$ cat src/rtl/rc6_loader_if.sv
// Host word bus, core strobe/result bus and debug state between rc6_loader and its neighbours.
// slave = loader side, master = host/core side.
interface rc6_loader_if;
  logic [31:0]  inWord;
  logic         inWordValid;
  logic         inWordIsKey;
  logic         outWordReady;
  logic [127:0] outKey;
  logic [127:0] outData;
  logic         outKeyWr;
  logic         outDataWr;
  logic         inCoreBusy;
  logic [127:0] inCoreResult;
  logic [31:0]  outResWord;
  logic         outResValid;
  logic         inResReady;
  logic         outBusy;
  logic         outError;
  logic [2:0]   dbgState;

  // Handshakes: a word moves on a rising edge where valid and ready are both high;
  // valid never depends on ready, and a held valid keeps its word stable until taken.
  modport slave (
    input  inWord, inWordValid, inWordIsKey, inCoreBusy, inCoreResult, inResReady,
    output outWordReady, outKey, outData, outKeyWr, outDataWr,
           outResWord, outResValid, outBusy, outError, dbgState
  );

  modport master (
    output inWord, inWordValid, inWordIsKey, inCoreBusy, inCoreResult, inResReady,
    input  outWordReady, outKey, outData, outKeyWr, outDataWr,
           outResWord, outResValid, outBusy, outError, dbgState
  );
endinterface

$ cat src/rtl/rc6_loader.sv
// Loads key/plaintext words for the RC6 core, strobes it, waits on busy, then streams the result.
// Optional watchdog on the wait states: define RC6_LOADER_TIMEOUT_EN.
module rc6_loader (
  input logic         inClk,
  input logic         inReset,
  rc6_loader_if.slave bus
);
  localparam int WORD_W    = 32;
  localparam int BLK_WORDS = 4;
  localparam int BLK_W     = WORD_W * BLK_WORDS;

  typedef enum logic [2:0] {
    S_LOAD      = 3'd0,
    S_START     = 3'd1,
    S_WAIT_RISE = 3'd2,
    S_WAIT_FALL = 3'd3,
    S_DRAIN     = 3'd4
  } state_t;

  state_t            r_state, w_state_nxt;
  logic [BLK_W-1:0]  r_key, r_data, r_result;
  logic [1:0]        r_kidx, r_didx, r_ridx;
  logic              r_key_valid, r_data_valid;
  logic              r_wr;
  logic              r_res_valid;
  logic [WORD_W-1:0] r_res_word;
  logic              r_error;

  logic       w_accept, w_key_acc, w_data_acc;
  logic       w_key_valid_nxt, w_data_valid_nxt;
  logic       w_capture, w_res_hs, w_timeout;
  logic [1:0] w_ridx_inc;

`ifdef RC6_LOADER_TIMEOUT_EN
  logic [7:0] r_wdog;
  // r_wdog counts completed cycles in the current wait state.
  assign w_timeout = ((r_state == S_WAIT_RISE) && !bus.inCoreBusy && (r_wdog == 8'd4)) ||
                     ((r_state == S_WAIT_FALL) &&  bus.inCoreBusy && (r_wdog == 8'd200));
`else
  assign w_timeout = 1'b0;
`endif

  always_comb begin
    w_accept         = bus.inWordValid && (r_state == S_LOAD);
    w_key_acc        = w_accept && bus.inWordIsKey;
    w_data_acc       = w_accept && !bus.inWordIsKey;
    w_key_valid_nxt  = r_key_valid;
    if (w_key_acc) w_key_valid_nxt = !r_key_valid && (r_kidx == 2'd3);
    w_data_valid_nxt = r_data_valid || (w_data_acc && (r_didx == 2'd3));
    w_capture        = (r_state == S_WAIT_FALL) && !bus.inCoreBusy;
    w_res_hs         = (r_state == S_DRAIN) && r_res_valid && bus.inResReady;
    w_ridx_inc       = r_ridx + 2'd1;

    w_state_nxt = r_state;
    case (r_state)
      S_LOAD:      if (w_key_valid_nxt && w_data_valid_nxt) w_state_nxt = S_START;
      S_START:     w_state_nxt = S_WAIT_RISE;
      S_WAIT_RISE: if (bus.inCoreBusy) w_state_nxt = S_WAIT_FALL;
                   else if (w_timeout) w_state_nxt = S_LOAD;
      S_WAIT_FALL: if (!bus.inCoreBusy) w_state_nxt = S_DRAIN;
                   else if (w_timeout) w_state_nxt = S_LOAD;
      S_DRAIN:     if (w_res_hs && (r_ridx == 2'd3)) w_state_nxt = S_LOAD;
      default:     w_state_nxt = S_LOAD;
    endcase
  end

  always_ff @(posedge inClk) begin
    if (inReset) begin
      r_state      <= S_LOAD;
      r_key        <= '0;
      r_data       <= '0;
      r_result     <= '0;
      r_kidx       <= 2'd0;
      r_didx       <= 2'd0;
      r_ridx       <= 2'd0;
      r_key_valid  <= 1'b0;
      r_data_valid <= 1'b0;
      r_wr         <= 1'b0;
      r_res_valid  <= 1'b0;
      r_res_word   <= '0;
    end else begin
      r_state      <= w_state_nxt;
      r_wr         <= (r_state == S_LOAD) && (w_state_nxt == S_START);
      r_key_valid  <= w_key_valid_nxt;
      r_data_valid <= w_data_valid_nxt;
      // A key word after a complete key restarts loading at slot 0.
      if (w_key_acc) begin
        if (r_key_valid) begin
          r_key[WORD_W-1:0] <= bus.inWord;
          r_kidx            <= 2'd1;
        end else begin
          r_key[{r_kidx, 5'd0} +: WORD_W] <= bus.inWord;
          r_kidx                          <= r_kidx + 2'd1;
        end
      end
      if (w_data_acc) begin
        r_data[{r_didx, 5'd0} +: WORD_W] <= bus.inWord;
        r_didx                           <= r_didx + 2'd1;
      end
      if (w_capture) begin
        r_result     <= bus.inCoreResult;
        r_res_word   <= bus.inCoreResult[WORD_W-1:0];
        r_res_valid  <= 1'b1;
        r_ridx       <= 2'd0;
        r_data_valid <= 1'b0;
        r_didx       <= 2'd0;
      end
      if (w_res_hs) begin
        r_ridx <= w_ridx_inc;
        if (r_ridx == 2'd3) r_res_valid <= 1'b0;
        else                r_res_word  <= r_result[{w_ridx_inc, 5'd0} +: WORD_W];
      end
      if (w_timeout) begin
        r_data_valid <= 1'b0;
        r_didx       <= 2'd0;
      end
    end
  end

`ifdef RC6_LOADER_TIMEOUT_EN
  always_ff @(posedge inClk) begin
    if (inReset) begin
      r_wdog  <= 8'd0;
      r_error <= 1'b0;
    end else begin
      if (w_state_nxt != r_state) r_wdog <= 8'd0;
      else if ((r_state == S_WAIT_RISE) || (r_state == S_WAIT_FALL)) r_wdog <= r_wdog + 8'd1;
      if (w_timeout)     r_error <= 1'b1;
      else if (w_accept) r_error <= 1'b0;
    end
  end
`else
  assign r_error = 1'b0;
`endif

  assign bus.outWordReady = (r_state == S_LOAD);
  assign bus.outBusy      = (r_state != S_LOAD);
  assign bus.outKey       = r_key;
  assign bus.outData      = r_data;
  assign bus.outKeyWr     = r_wr;
  assign bus.outDataWr    = r_wr;
  assign bus.outResWord   = r_res_word;
  assign bus.outResValid  = r_res_valid;
  assign bus.outError     = r_error;
  assign bus.dbgState     = r_state;
endmodule

$ cat src/flat_wrapper.sv
// flat-port wrapper written by rule: the top's interface ports become plain ports
module rc6_loader_flat 
  (inClk, inReset, bus_inWord, bus_inWordValid, bus_inWordIsKey, bus_inCoreBusy, bus_inCoreResult, bus_inResReady, bus_outWordReady, bus_outKey, bus_outData, bus_outKeyWr, bus_outDataWr, bus_outResWord, bus_outResValid, bus_outBusy, bus_outError, bus_dbgState);
  rc6_loader_if bus_i ();
  input logic inClk;
  input logic inReset;
  input wire logic [$bits(bus_i.inWord)-1:0] bus_inWord;
  input wire logic [$bits(bus_i.inWordValid)-1:0] bus_inWordValid;
  input wire logic [$bits(bus_i.inWordIsKey)-1:0] bus_inWordIsKey;
  input wire logic [$bits(bus_i.inCoreBusy)-1:0] bus_inCoreBusy;
  input wire logic [$bits(bus_i.inCoreResult)-1:0] bus_inCoreResult;
  input wire logic [$bits(bus_i.inResReady)-1:0] bus_inResReady;
  output wire logic [$bits(bus_i.outWordReady)-1:0] bus_outWordReady;
  output wire logic [$bits(bus_i.outKey)-1:0] bus_outKey;
  output wire logic [$bits(bus_i.outData)-1:0] bus_outData;
  output wire logic [$bits(bus_i.outKeyWr)-1:0] bus_outKeyWr;
  output wire logic [$bits(bus_i.outDataWr)-1:0] bus_outDataWr;
  output wire logic [$bits(bus_i.outResWord)-1:0] bus_outResWord;
  output wire logic [$bits(bus_i.outResValid)-1:0] bus_outResValid;
  output wire logic [$bits(bus_i.outBusy)-1:0] bus_outBusy;
  output wire logic [$bits(bus_i.outError)-1:0] bus_outError;
  output wire logic [$bits(bus_i.dbgState)-1:0] bus_dbgState;
  assign bus_i.inWord = bus_inWord;
  assign bus_i.inWordValid = bus_inWordValid;
  assign bus_i.inWordIsKey = bus_inWordIsKey;
  assign bus_i.inCoreBusy = bus_inCoreBusy;
  assign bus_i.inCoreResult = bus_inCoreResult;
  assign bus_i.inResReady = bus_inResReady;
  assign bus_outWordReady = bus_i.outWordReady;
  assign bus_outKey = bus_i.outKey;
  assign bus_outData = bus_i.outData;
  assign bus_outKeyWr = bus_i.outKeyWr;
  assign bus_outDataWr = bus_i.outDataWr;
  assign bus_outResWord = bus_i.outResWord;
  assign bus_outResValid = bus_i.outResValid;
  assign bus_outBusy = bus_i.outBusy;
  assign bus_outError = bus_i.outError;
  assign bus_dbgState = bus_i.dbgState;
  rc6_loader u_core (.inClk(inClk), .inReset(inReset), .bus(bus_i));
endmodule
$ cat config.mk
export PLATFORM = sky130hd
export DESIGN_NAME = rc6_loader_flat
export DESIGN_NICKNAME = d
export VERILOG_FILES = /design/src/rtl/rc6_loader_if.sv /design/src/rtl/rc6_loader.sv /design/src/flat_wrapper.sv
export SDC_FILE = /design/constraint.sdc
export NUM_CORES = 1
export LEC_CHECK = 0
export ABC_AREA = 1
export CORE_MARGIN = 1.5
export CORE_UTILIZATION = 40
export DETAILED_ROUTE_END_ITERATION = 7
export PLACE_DENSITY = 0.73
export SYNTH_ARGS = -nofsm -noshare
export SYNTH_HDL_FRONTEND = slang
export SYNTH_SLANG_ARGS = --single-unit
$ cat constraint.sdc
create_clock -name inClk -period 4.25 [get_ports inClk]
set_input_delay 0.85 -clock inClk [delete_from_list [all_inputs] [get_ports inClk]]
set_output_delay 0.85 -clock inClk [all_outputs]
set_load 0.01 [all_outputs]
# After elaboration in Yosys (flattened, before gate mapping)
# Cells that the tools add are included.
# W data, S select, Z words.
[totals] regBits=429 inputBits=166 out_inout_bits=297 word_cells=70
[classes] n_addsub=5 n_eq_ne=8 shifts=5 n_mux=18 bitwise_logic=1 reduce_logical=20
[op_table] cell="$bwmux W128" count=2
[op_table] cell="$shift A32 B9 Y128 const A" count=2
[op_table] cell="$shiftx A32 B9 Y128" count=2
[op_table] cell="$mux W32" count=4
[op_table] cell="$shiftx A128 B8 Y32" count=1
[op_table] cell="$neg A7 Y9" count=2
[op_table] cell="$pmux W3 S5" count=1
[op_table] cell="$mux W3" count=4
[op_table] cell="$logic_and A1 B1 Y1" count=11
[op_table] cell="$add A2 B1 Y2 const B" count=3
[op_table] cell="$eq A2 B2 Y1 const B" count=3
[op_table] cell="$eq A3 B1 Y1 const B" count=2
[op_table] cell="$eq A3 B2 Y1 const B" count=2
[op_table] cell="$mux W2" count=3
[op_table] cell="$mux W1" count=4
[op_table] cell="$eq A3 B3 Y1 const B" count=1
[op_table] cell="$logic_not A1 Y1" count=3
[op_table] cell="$logic_not A3 Y1" count=1
[op_table] cell="$reduce_bool A3 Y1" count=1
[op_table] cell="$reduce_and A2 Y1" count=1
[op_table] cell="$reduce_bool A2 Y1" count=1
[op_table] cell="$reduce_or A2 Y1" count=1
[op_table] cell="$logic_or A1 B1 Y1" count=1
[op_table] cell="$not A1 Y1" count=1

# Longest topological paths before layout
# Gate-level depths: netlist of the first run.
[logic_depth] depth_word=10 depth_mapped=10 ltp_nobuf=9

# Worst setup path before layout of the first run
# No wires, ideal clock.
[synth_timing] path_type="input to register" startpoint="input port bus_inCoreBusy" endpoint="register u_core.r_result[10]" setup_ns=0.137 t_arrival_ns=1.711 required_time_ns=4.113 slack_ns=2.402 path_stages=6 path_buffers=2 path_cell_list="nor2_1 > nand2_1 > buf_2 > nand2_1 > buf_2 > o22ai_1"
[synth_via] elab_chain_len=2
[synth_rtl] element="start: declaration" line_no="flat_wrapper.sv:10" text="input wire logic [$bits(bus_i.inCoreBusy)-1:0] bus_inCoreBusy;"
[synth_rtl] element="$logic_not A1 Y1" line_no="rc6_loader.sv:50" text="w_capture = (r_state == S_WAIT_FALL) && !bus.inCoreBusy;"
[synth_rtl] element="$logic_and A1 B1 Y1" line_no="rc6_loader.sv:50"
[synth_rtl] element="end signal: assignment" line_no="rc6_loader.sv:101" text="r_result <= bus.inCoreResult;"
[synth_rtl] element="end: declaration" line_no="rc6_loader.sv:21" text="logic [BLK_W-1:0] r_key, r_data, r_result;"
# Every way passes these cells.
# A chain may end at the register's enable or synchronous reset.

# Final worst setup path of the first run
[layout_timing] startpoint="register u_core.r_state[1], in the netlist u_core.bus.dbgState[1]" endpoint="output port bus_outWordReady"
[layout_via] elab_chain_len=1
[layout_rtl] element="start: declaration" line_no="rc6_loader.sv:20" text="state_t r_state, w_state_nxt;"
[layout_rtl] element="start signal: assignment" line_no="rc6_loader.sv:82" text="r_state <= w_state_nxt;"
[layout_rtl] element="$logic_not A3 Y1" line_no="rc6_loader.sv:136" text="assign bus.outWordReady = (r_state == S_LOAD);"
[layout_rtl] element="end: declaration" line_no="flat_wrapper.sv:13" text="output wire logic [$bits(bus_i.outWordReady)-1:0] bus_outWordReady;"
# Every way passes these cells.

==> flow_summary.yaml, run 1 <==
status:
  status: "complete, no violations"
worst_setup_path:
  crit_type: "reg -> out"
  r2r_start: "u_core.r_ridx[0]"
  critPathMaxFanout: 6
  critical_path_depth: 4
  cp.arrival_ns: 2.11
  timing.rr.end: "u_core.bus.outResWord[22]"
  setup.worst_path.end_class: "output pin"
  cp_cell_sequence: "nor2_4 > nand2_1 > inv_1 > clkdlybuf4s50_1"
  crit_family: "buffers and inverters"
  start_kind: "flop"
  cpPeakStageDelay_ns: 0.55
  reg2reg_depth: 6
  r2r_slack_ns: 1.33
  required_ns: 3.40
  crit_buf_inv: 2
  crit_slowest_cell: "clkdlybuf4s50_1"
clock_tree:
  cts_tree: "built"
  path_clk_slew_ns: 0.06
  cts.htree.levels: 2
  cts-buffers-inserted: 47
  holdBufCountCts: 0
  clk_latency_ns: 0.59
  numClockSinks: 429
  postCtsSetupBuffers: 0
  clockRootBuffer: "clkbuf_16"
  clockBufferDepth: 3
  cts_resized: 0
detailed_routing:
  drtIter0Drc: 1798
  drc_errors: 0
  first_pass_iters: 6
  dr_total_vias: 18700
  ant_nets: 0
  wire_per_inst_um: 17.7
  detail_route.vias_per_cell: 5.21
  routed_wl_mm: 63.3
power:
  switching_share_pct: 24.7
  combPwrFrac_pct: 10.8
  pwr_density_cell_nw_per_um2: 379
  power.share.sequential_pct: 44.9
  power_mw: 9.26
  power.switching_mw: 2.29
  clkPwrFrac_pct: 44.3
  power.internal_mw: 6.97
  power_leakage_nw: 9.17
  vdd.ir_drop.worst_v: 0.000259
logic_synthesis:
  synth-edff-count: 0
  yosys.area_share.simple_pct: 30.5
  yosysTopAreaCell: "dfxtp_1"
  yosysWarnings: 0
  synth_most_common_cell: "nor2_1"
  syn_nets: 2795
  synth_cells: 2619
  synth_common_cells: "nor2_1 (708), nand2_1 (522), dfxtp_1 (429)"
  synthArstFlopShare_pct: 0
  synth.top_cells.by_area: "dfxtp_1 (48%), nor2_1 (15%), nand2_1 (11%), o21ai_0 (8.6%), nand3_1 (4.0%)"
  synth_xor_area_share_pct: 0
  yosysUniqueCellTypes: 26
  synth_seq_cells: 429
  synth_top_area_share_pct: 47.6
  syn_area_per_cell_sq_um: 6.89
  synthMuxAreaShare_pct: 0
  synthFlopType: "dfxtp_1"
  netlist_area_sq_um: 18000
  synth_compound_area_share_pct: 14.3
  synth_fa_ha_area_share_pct: 0.694
  ys_seq_area_share_pct: 47.6
  synth_top_family_by_area: "simple AND/OR/NAND/NOR gates"
min_path:
  holdCritPathClass: "reg -> reg"
  min_to: "u_core.r_result[94]"
  hold_start: "u_core.r_result[94]"
  whs_path_depth: 2
placed_design:
  io_buffer_count: 461
  gp_congestion: 0.866
  place_inst: 3495
  hpwlAfterDp_mm: 42.2
  placed_area_sq_um: 22800
sta:
  min_period_ns: 2.96
  setup_viol_count_final: 0
  hold_viol_final: 0
  final-max-slew-violation-count: 0
  fmax_mhz: 337
  post-route-period-util_pct: 69.8
  rsz0062_at_grt: "no"
  finClkSkew_ns: 0.0288
  setup-tns-final_ns: 0
  tightest_slew_ns: 1.18
  maxSlewHeadroom_pct: 21.4
global_routing:
  grt_max_degree: 179
  gr-total-overflow: 0
  grt_pass1_vias: 17500
  grt_pass1_wl_mm: 97.4
  grt_busiest_layer: "met2"
  met1_usage_pct: 33.4
  antenna_found_initial: 3
  track_usage_pct: 26.4
  gr-usage-met3_pct: 5.34
  use_met2_pct: 42.9
finish:
  fin_util_pct: 55.0
  drive_gt1_share_pct: 4.02
  area_growth_pct: 35.2
  nets: 3128
  fin_area_sq_um: 24400
  fin_cells: 3579
floorplanning:
  ioPinCount: 463
  core-area_sq_um: 44300
  num_rows: 77
  die_h_um: 215
  die-area_sq_um: 46400
  die_x_um: 215
  initial_core_util_pct: 40.7
run:
  maxCapViolCount: 0
## logic make-up (layout without fill, tap and decap cells)
| group | count (synthesis) | count (layout) |
|---|---|---|
| compound gates | 491 | 491 |
| simple gates | 1392 | 1392 |
| flops | 429 | 429 |
| fa+ha+maj | 10 | 10 |
| buf+inv | 296 | 662 |
| other cells | 1 | 3 |
## worst reg2reg max path, delay by kind of cell (launching register included)
kind / cells / cell delay (ns)
DFF: 1 / 0.34
AOI/OAI and AO/OA: 2 / 0.74
buffers and inverters: 2 / 1.60
and+or+nand+nor: 2 / 0.14
## flip-flops by register name (all words and copies together), names as in the netlist
signal                  count
u_core.r_didx               2
u_core.r_key_valid          1
u_core.bus.outKey         128
u_core.bus.outResWord      32
u_core.bus.outData        128
u_core.r_result           128
u_core.r_data_valid         1
u_core.r_ridx               2
u_core.r_kidx               2
u_core.bus.outDataWr        1
u_core.bus.dbgState         3
u_core.bus.outResValid      1
## metal layers
metal  routed length (um)  vias to the layer above
li1                     -                     9037
met4                 2990                        0
met3                 5320                      164
met5                    0                        -
met2                29200                      828
met1                25800                     8624
## through the flow
step / hold slack [ns] / worst slack, ns
after global placement: 0.457 / 1.22
after global routing: 0.496 / 1.12
after CTS: 0.479 / 1.23
after detailed placement: 0.467 / 1.15
final: 0.476 / 1.29
after floorplan: 0.450 / 2.40
## area by class of cell
type                            count  area (sq um)
Sequential cell                   429          8590
Clock buffer                       72          1400
Fill cell                        4166         19900
Timing Repair Buffer              488          4900
Clock inverter                     10           144
Inverter                           92           355
Multi-Input combinational cell   1894          8250
Antenna cell                        2          5.00
Tap cell                          592           741
## placed cells by master (no fill, tap or decap), types with 3 or more instances in the layout
| master | instances |
|---|---|
| nor2_1 | 706 |
| nand2_1 | 521 |
| clkdlybuf4s50_1 | 460 |
| dfxtp_1 | 427 |
| o21ai_0 | 310 |
| nand3_1 | 145 |
| inv_1 | 88 |
| a21oi_1 | 71 |
| clkbuf_16 | 48 |
| o21ai_1 | 43 |
| o211ai_1 | 33 |
| o22ai_1 | 32 |
| buf_4 | 21 |
| clkbuf_1 | 13 |
| clkbuf_8 | 11 |
| nor2_4 | 8 |
| ha_1 | 8 |
| buf_12 | 7 |
| clkinv_2 | 4 |
| nor2_2 | 3 |
| bufinv_16 | 3 |
## how the worst max path moves through the flow
stage,slack [ns],to,from
after global placement,1.22,u_core.bus.outKey[34],bus_inWordValid
after floorplan,2.40,u_core.r_result[10],bus_inCoreBusy
after global routing,1.12,u_core.bus.outResWord[20],u_core.r_ridx[0]
after detailed placement,1.15,u_core.bus.outData[6],bus_inWordIsKey
after CTS,1.23,bus_outWordReady,u_core.bus.dbgState[1]
final,1.29,bus_outWordReady,u_core.bus.dbgState[1]
## power by group through the flow
stage	combinational, mW	sequential [mW]	clock [mW]
floorplan	0.438	4.28	0
global placement	0.973	4.24	0
detailed placement	0.985	4.24	0
CTS	0.990	4.16	4.16
global route	1.08	4.17	4.33
finish	0.999	4.16	4.10
Power figures use the tool's default switching activity.
==> run 2, diff against run 1 <==
==> constraint.sdc (replaced) <==
create_clock -name inClk -period 3.11 [get_ports inClk]
set_input_delay 0.622 -clock inClk [delete_from_list [all_inputs] [get_ports inClk]]
set_output_delay 0.622 -clock inClk [all_outputs]
set_load 0.01 [all_outputs]
==> run 2 against run 1 <==
Non-clock buffer count rose by 11. Power rose by 36%. Wire length rose by 1.4%. Clock power rose by 35%. Die area did not move. Highest routed layer unchanged.
==> flow_summary.yaml, run 2 (synthesis gave the netlist of run 1 again) <==
floorplanning:
  die_h_um: 215
  core-area_sq_um: 44300
  die_x_um: 215
  ioPinCount: 463
  initial_core_util_pct: 40.7
  die-area_sq_um: 46400
  num_rows: 77
placed_design:
  gp_congestion: 0.855
  io_buffer_count: 461
  placed_area_sq_um: 23000
  hpwlAfterDp_mm: 42.5
detailed_routing:
  drc_errors: 0
  first_pass_iters: 6
  ant_nets: 0
  detail_route.vias_per_cell: 5.22
  dr_total_vias: 18700
  routed_wl_mm: 64.2
  drtIter0Drc: 1834
  wire_per_inst_um: 17.9
clock_tree:
  clk_latency_ns: 0.58
  cts-buffers-inserted: 45
  postCtsSetupBuffers: 0
  clockRootBuffer: "clkbuf_16"
  numClockSinks: 429
  path_clk_slew_ns: 0.06
  holdBufCountCts: 0
  cts_tree: "built"
  cts_resized: 0
  cts.htree.levels: 2
  clockBufferDepth: 3
worst_setup_path:
  required_ns: 2.49
  crit_type: "reg -> out"
  critPathMaxFanout: 6
  start_kind: "flop"
  cp.arrival_ns: 2.02
  setup.worst_path.end_class: "output pin"
finish:
  nets: 3137
  final_common_cell: "nor2_1"
  drive_gt1_share_pct: 4.41
  seq_area_sq_um: 8590
  area_growth_pct: 36.1
  fin_area_sq_um: 24500
  fill_cells: 4122
  final_cell_mix: "nor2_1 (706), nand2_1 (521), clkdlybuf4s50_1 (460), dfxtp_1 (427), o21ai_0 (310)"
  multi_input_area_sq_um: 8250
power:
  pwr_density_cell_nw_per_um2: 515
  power_leakage_nw: 9.24
  vdd.ir_drop.worst_v: 0.000370
  power.share.sequential_pct: 45.0
  combPwrFrac_pct: 11.0
  power.switching_mw: 3.13
  switching_share_pct: 24.8
  power.internal_mw: 9.50
  clkPwrFrac_pct: 44.0
status:
  status: "complete, no violations"
global_routing:
  gr-total-overflow: 0
  grt_max_degree: 126
  grt_pass1_vias: 17700
  antenna_found_initial: 2
  grt_pass1_wl_mm: 98.7
  track_usage_pct: 26.9
sta:
  setup_viol_count_final: 0
  fmax_mhz: 379
  maxSlewHeadroom_pct: 21.6
  final-max-slew-violation-count: 0
  tightest_slew_ns: 1.17
  hold_viol_final: 0
  min_period_ns: 2.64
  post-route-period-util_pct: 84.8
  setup-tns-final_ns: 0
  finClkSkew_ns: 0.0204
  rsz0062_at_grt: "no"
min_path:
  holdCritPathClass: "reg -> reg"
run:
  maxCapViolCount: 0
run 2: path summary, 6_finish.rpt:
| path | depth (start not counted) | slack, ns | startpoint | to |
|---|---|---|---|---|
| worst min-delay path | 2 | 0.48 | u_core.r_result[88] | u_core.r_result[88] |
| worst max-delay path | 4 | 0.47 | u_core.bus.dbgState[1] | bus_outWordReady |
| worst max register to register | 8 | 0.60 | u_core.r_didx[0] | u_core.bus.outData[70] |
| worst min register to register | 2 | 0.48 | u_core.r_result[88] | u_core.r_result[88] |
run 2: cell type report:
type | count | share of cell area [%]
well taps | 592 | 3.02
multi-input cells | 1894 | 33.6
clock inverters | 7 | 0.362
repair buffers | 499 | 20.7
inverters | 92 | 1.45
diodes | 2 | 0.0204
clock buffers | 74 | 5.86
flip-flops and latches | 429 | 35.0
run 2: worst max-delay path, stage by stage, from the launching register on:
cell and delay (ns):
dfxtp_1 0.35, nor2_4 0.27, nand2_1 0.16, inv_1 0.10, clkdlybuf4s50_1 0.58
run 2: layer usage:
metal,vias up,GRT usage (%),part of all wire [%]
met1,8614,33.4,40
met2,849,43.4,46
met5,-,0,0
met4,0,15.6,5.5
met3,189,5.45,8.1
li1,9081,-,-
run 2: power by group through the flow:
stage               combinational (mW)  clock (mW)  sequential (mW)
global placement                  1.36           0             5.80
detailed placement                1.37           0             5.80
CTS                               1.38        5.65             5.68
floorplan                        0.599           0             5.84
finish                            1.39        5.55             5.69
global route                      1.51        5.85             5.69
run 2: per-stage QoR:
| stage | setup slack (ns) | cells | utilization, % | hold WS (ns) | power, mW |
|---|---|---|---|---|---|
| 2_1_floorplan | 1.30 | 2619 | - | 0.450 | 6.44 |
| 3_3_place_gp | 0.666 | 3506 | 51.9 | 0.456 | 7.16 |
| 3_5_place_dp | 0.607 | 3506 | 51.9 | 0.466 | 7.17 |
| 4_1_cts | 0.419 | 3587 | 55.4 | 0.464 | 12.7 |
| 5_1_grt | 0.258 | 3589 | 55.4 | 0.491 | 13.1 |
| 6_report | 0.473 | 3589 | 55.4 | 0.476 | 12.6 |
==> run 3, diff against run 2 <==
==> constraint.sdc (replaced) <==
create_clock -name inClk -period 2.54 [get_ports inClk]
set_input_delay 0.508 -clock inClk [delete_from_list [all_inputs] [get_ports inClk]]
set_output_delay 0.508 -clock inClk [all_outputs]
set_load 0.01 [all_outputs]
==> run 3 against run 2 <==
Clock power increased by 23%. Via count is 0.56% lower. Sequential share of layout area down 0.28 points. Combinational power is 24% higher. Critical path depth is the same. First-iteration DRC count grew 5.6%. Wire length increased by 0.13%. Largest power group unchanged. Highest routed layer unchanged.
==> flow_summary.yaml, run 3 (synthesis gave the netlist of run 1 again) <==
global_routing:
  grt_max_degree: 112
  antenna_found_initial: 3
  grt_pass1_vias: 17500
  grt_pass1_wl_mm: 97.7
  track_usage_pct: 26.7
  gr-total-overflow: 0
detailed_routing:
  first_pass_iters: 6
  detail_route.vias_per_cell: 5.17
  routed_wl_mm: 64.3
  wire_per_inst_um: 17.8
  drtIter0Drc: 1936
  ant_nets: 0
  dr_total_vias: 18600
  drc_errors: 0
finish:
  fill_cells: 4181
  multi_input_area_sq_um: 8250
  seq_area_sq_um: 8590
  final_common_cell: "nor2_1"
  drive_gt1_share_pct: 4.95
  final_cell_mix: "nor2_1 (706), nand2_1 (521), clkdlybuf4s50_1 (460), dfxtp_1 (427), o21ai_0 (310)"
  area_growth_pct: 37.2
  fin_cells: 3606
  nets: 3152
placed_design:
  gp_congestion: 0.860
  hpwlAfterDp_mm: 43.0
  io_buffer_count: 461
  place_inst: 3520
run:
  maxCapViolCount: 0
sta:
  final-max-slew-violation-count: 0
  post-route-period-util_pct: 96.9
  maxSlewHeadroom_pct: 22.6
  min_period_ns: 2.46
  hold_viol_final: 0
  finClkSkew_ns: 0.0297
  fmax_mhz: 406
  setup-tns-final_ns: 0
  tightest_slew_ns: 1.16
  rsz0062_at_grt: "no"
  setup_viol_count_final: 0
worst_setup_path:
  timing.rr.end: "u_core.bus.outData[45]"
  required_ns: 2.03
  critPathMaxFanout: 5
  r2r_slack_ns: 0.32
  setup.worst_path.end_class: "output pin"
  cp.arrival_ns: 1.95
  r2r_start: "u_core.r_didx[0]"
  reg2reg_depth: 8
  crit_type: "reg -> out"
  crit_start: "u_core.bus.dbgState[2]"
  crit_end: "bus_outWordReady"
  start_kind: "flop"
clock_tree:
  postCtsSetupBuffers: 0
  cts-buffers-inserted: 46
  holdBufCountCts: 0
  cts_tree: "built"
  cts.htree.levels: 2
  clockRootBuffer: "clkbuf_16"
  clk_latency_ns: 0.58
  path_clk_slew_ns: 0.06
  clockBufferDepth: 3
  cts_resized: 1
  numClockSinks: 429
floorplanning:
  num_rows: 77
  die-area_sq_um: 46400
  core-area_sq_um: 44300
  ioPinCount: 463
  die_h_um: 215
  die_x_um: 215
  initial_core_util_pct: 40.7
power:
  vdd.ir_drop.worst_v: 0.000400
  pwr_density_cell_nw_per_um2: 627
  power_leakage_nw: 9.34
status:
  status: "complete, no violations"
min_path:
  holdCritPathClass: "reg -> reg"
-- run 3: cell types whose count changed in the layout (fill, tap and decap cells not counted), sizes merged --
cell / before / now
clkinvlp: 0 / 2
clkbuf: 74 / 69
bufinv: 2 / 3
clkinv: 4 / 9
buf: 39 / 53
-- run 3: worst min-delay path by stage --
stage,startpoint,endpoint,slack [ns],cells after the start
3_3_place_gp,u_core.r_result[73],u_core.r_result[73],0.46,2
4_1_cts,inReset,u_core.bus.outData[97],0.45,4
6_report,u_core.r_result[72],u_core.r_result[72],0.48,2
5_1_grt,u_core.r_result[0],u_core.r_result[0],0.49,2
3_5_place_dp,u_core.r_result[72],u_core.r_result[72],0.46,2
2_1_floorplan,u_core.r_result[64],u_core.r_result[64],0.45,2
-- run 3: worst max-delay path: stages (launching register included) --
cell             delay, ns
dfxtp_1               0.39
inv_4                 0.14
nand2_1               0.16
inv_1                 0.16
clkdlybuf4s50_1       0.55
-- run 3: cell type report --
class	count	area share [%]
Tap cell	592	2.99
Clock buffer	69	5.53
Inverter	92	1.45
Sequential cell	429	34.7
Timing Repair Buffer	513	21.3
Clock inverter	15	0.657
Multi-Input combinational cell	1894	33.3
Antenna cell	2	0.0202
-- run 3: metal layers --
metal / vias to the layer above / routed length, um / GRT usage, %
met4: 0 / 3470 / 15.9
met1: 8563 / 26100 / 33.6
met5: - / 0 / 0
met3: 181 / 5120 / 5.12
met2: 784 / 29600 / 42.5
li1: 9100 / - / -
-- run 3: where the power goes --
part	internal, mW	leakage (nW)	switching [mW]
combinational	0.728	5.11	1.00
sequential	6.87	3.47	0.0876
clock	4.03	0.754	2.79
total	11.6	9.34	3.88
-- run 3: metrics by stage --
stage / hold WS [ns] / setup slack, ns / total power [mW] / util [%] / instance area, sq um
2_1_floorplan: 0.450 / 0.728 / 7.89 / - / 18000
3_3_place_gp: 0.459 / 0.261 / 8.79 / 52.4 / 23200
3_5_place_dp: 0.465 / 0.245 / 8.81 / 52.4 / 23200
4_1_cts: 0.454 / 0.0439 / 15.6 / 55.8 / 24700
5_1_grt: 0.489 / 0.0101 / 16.0 / 55.8 / 24700
6_report: 0.476 / 0.0778 / 15.5 / 55.8 / 24700
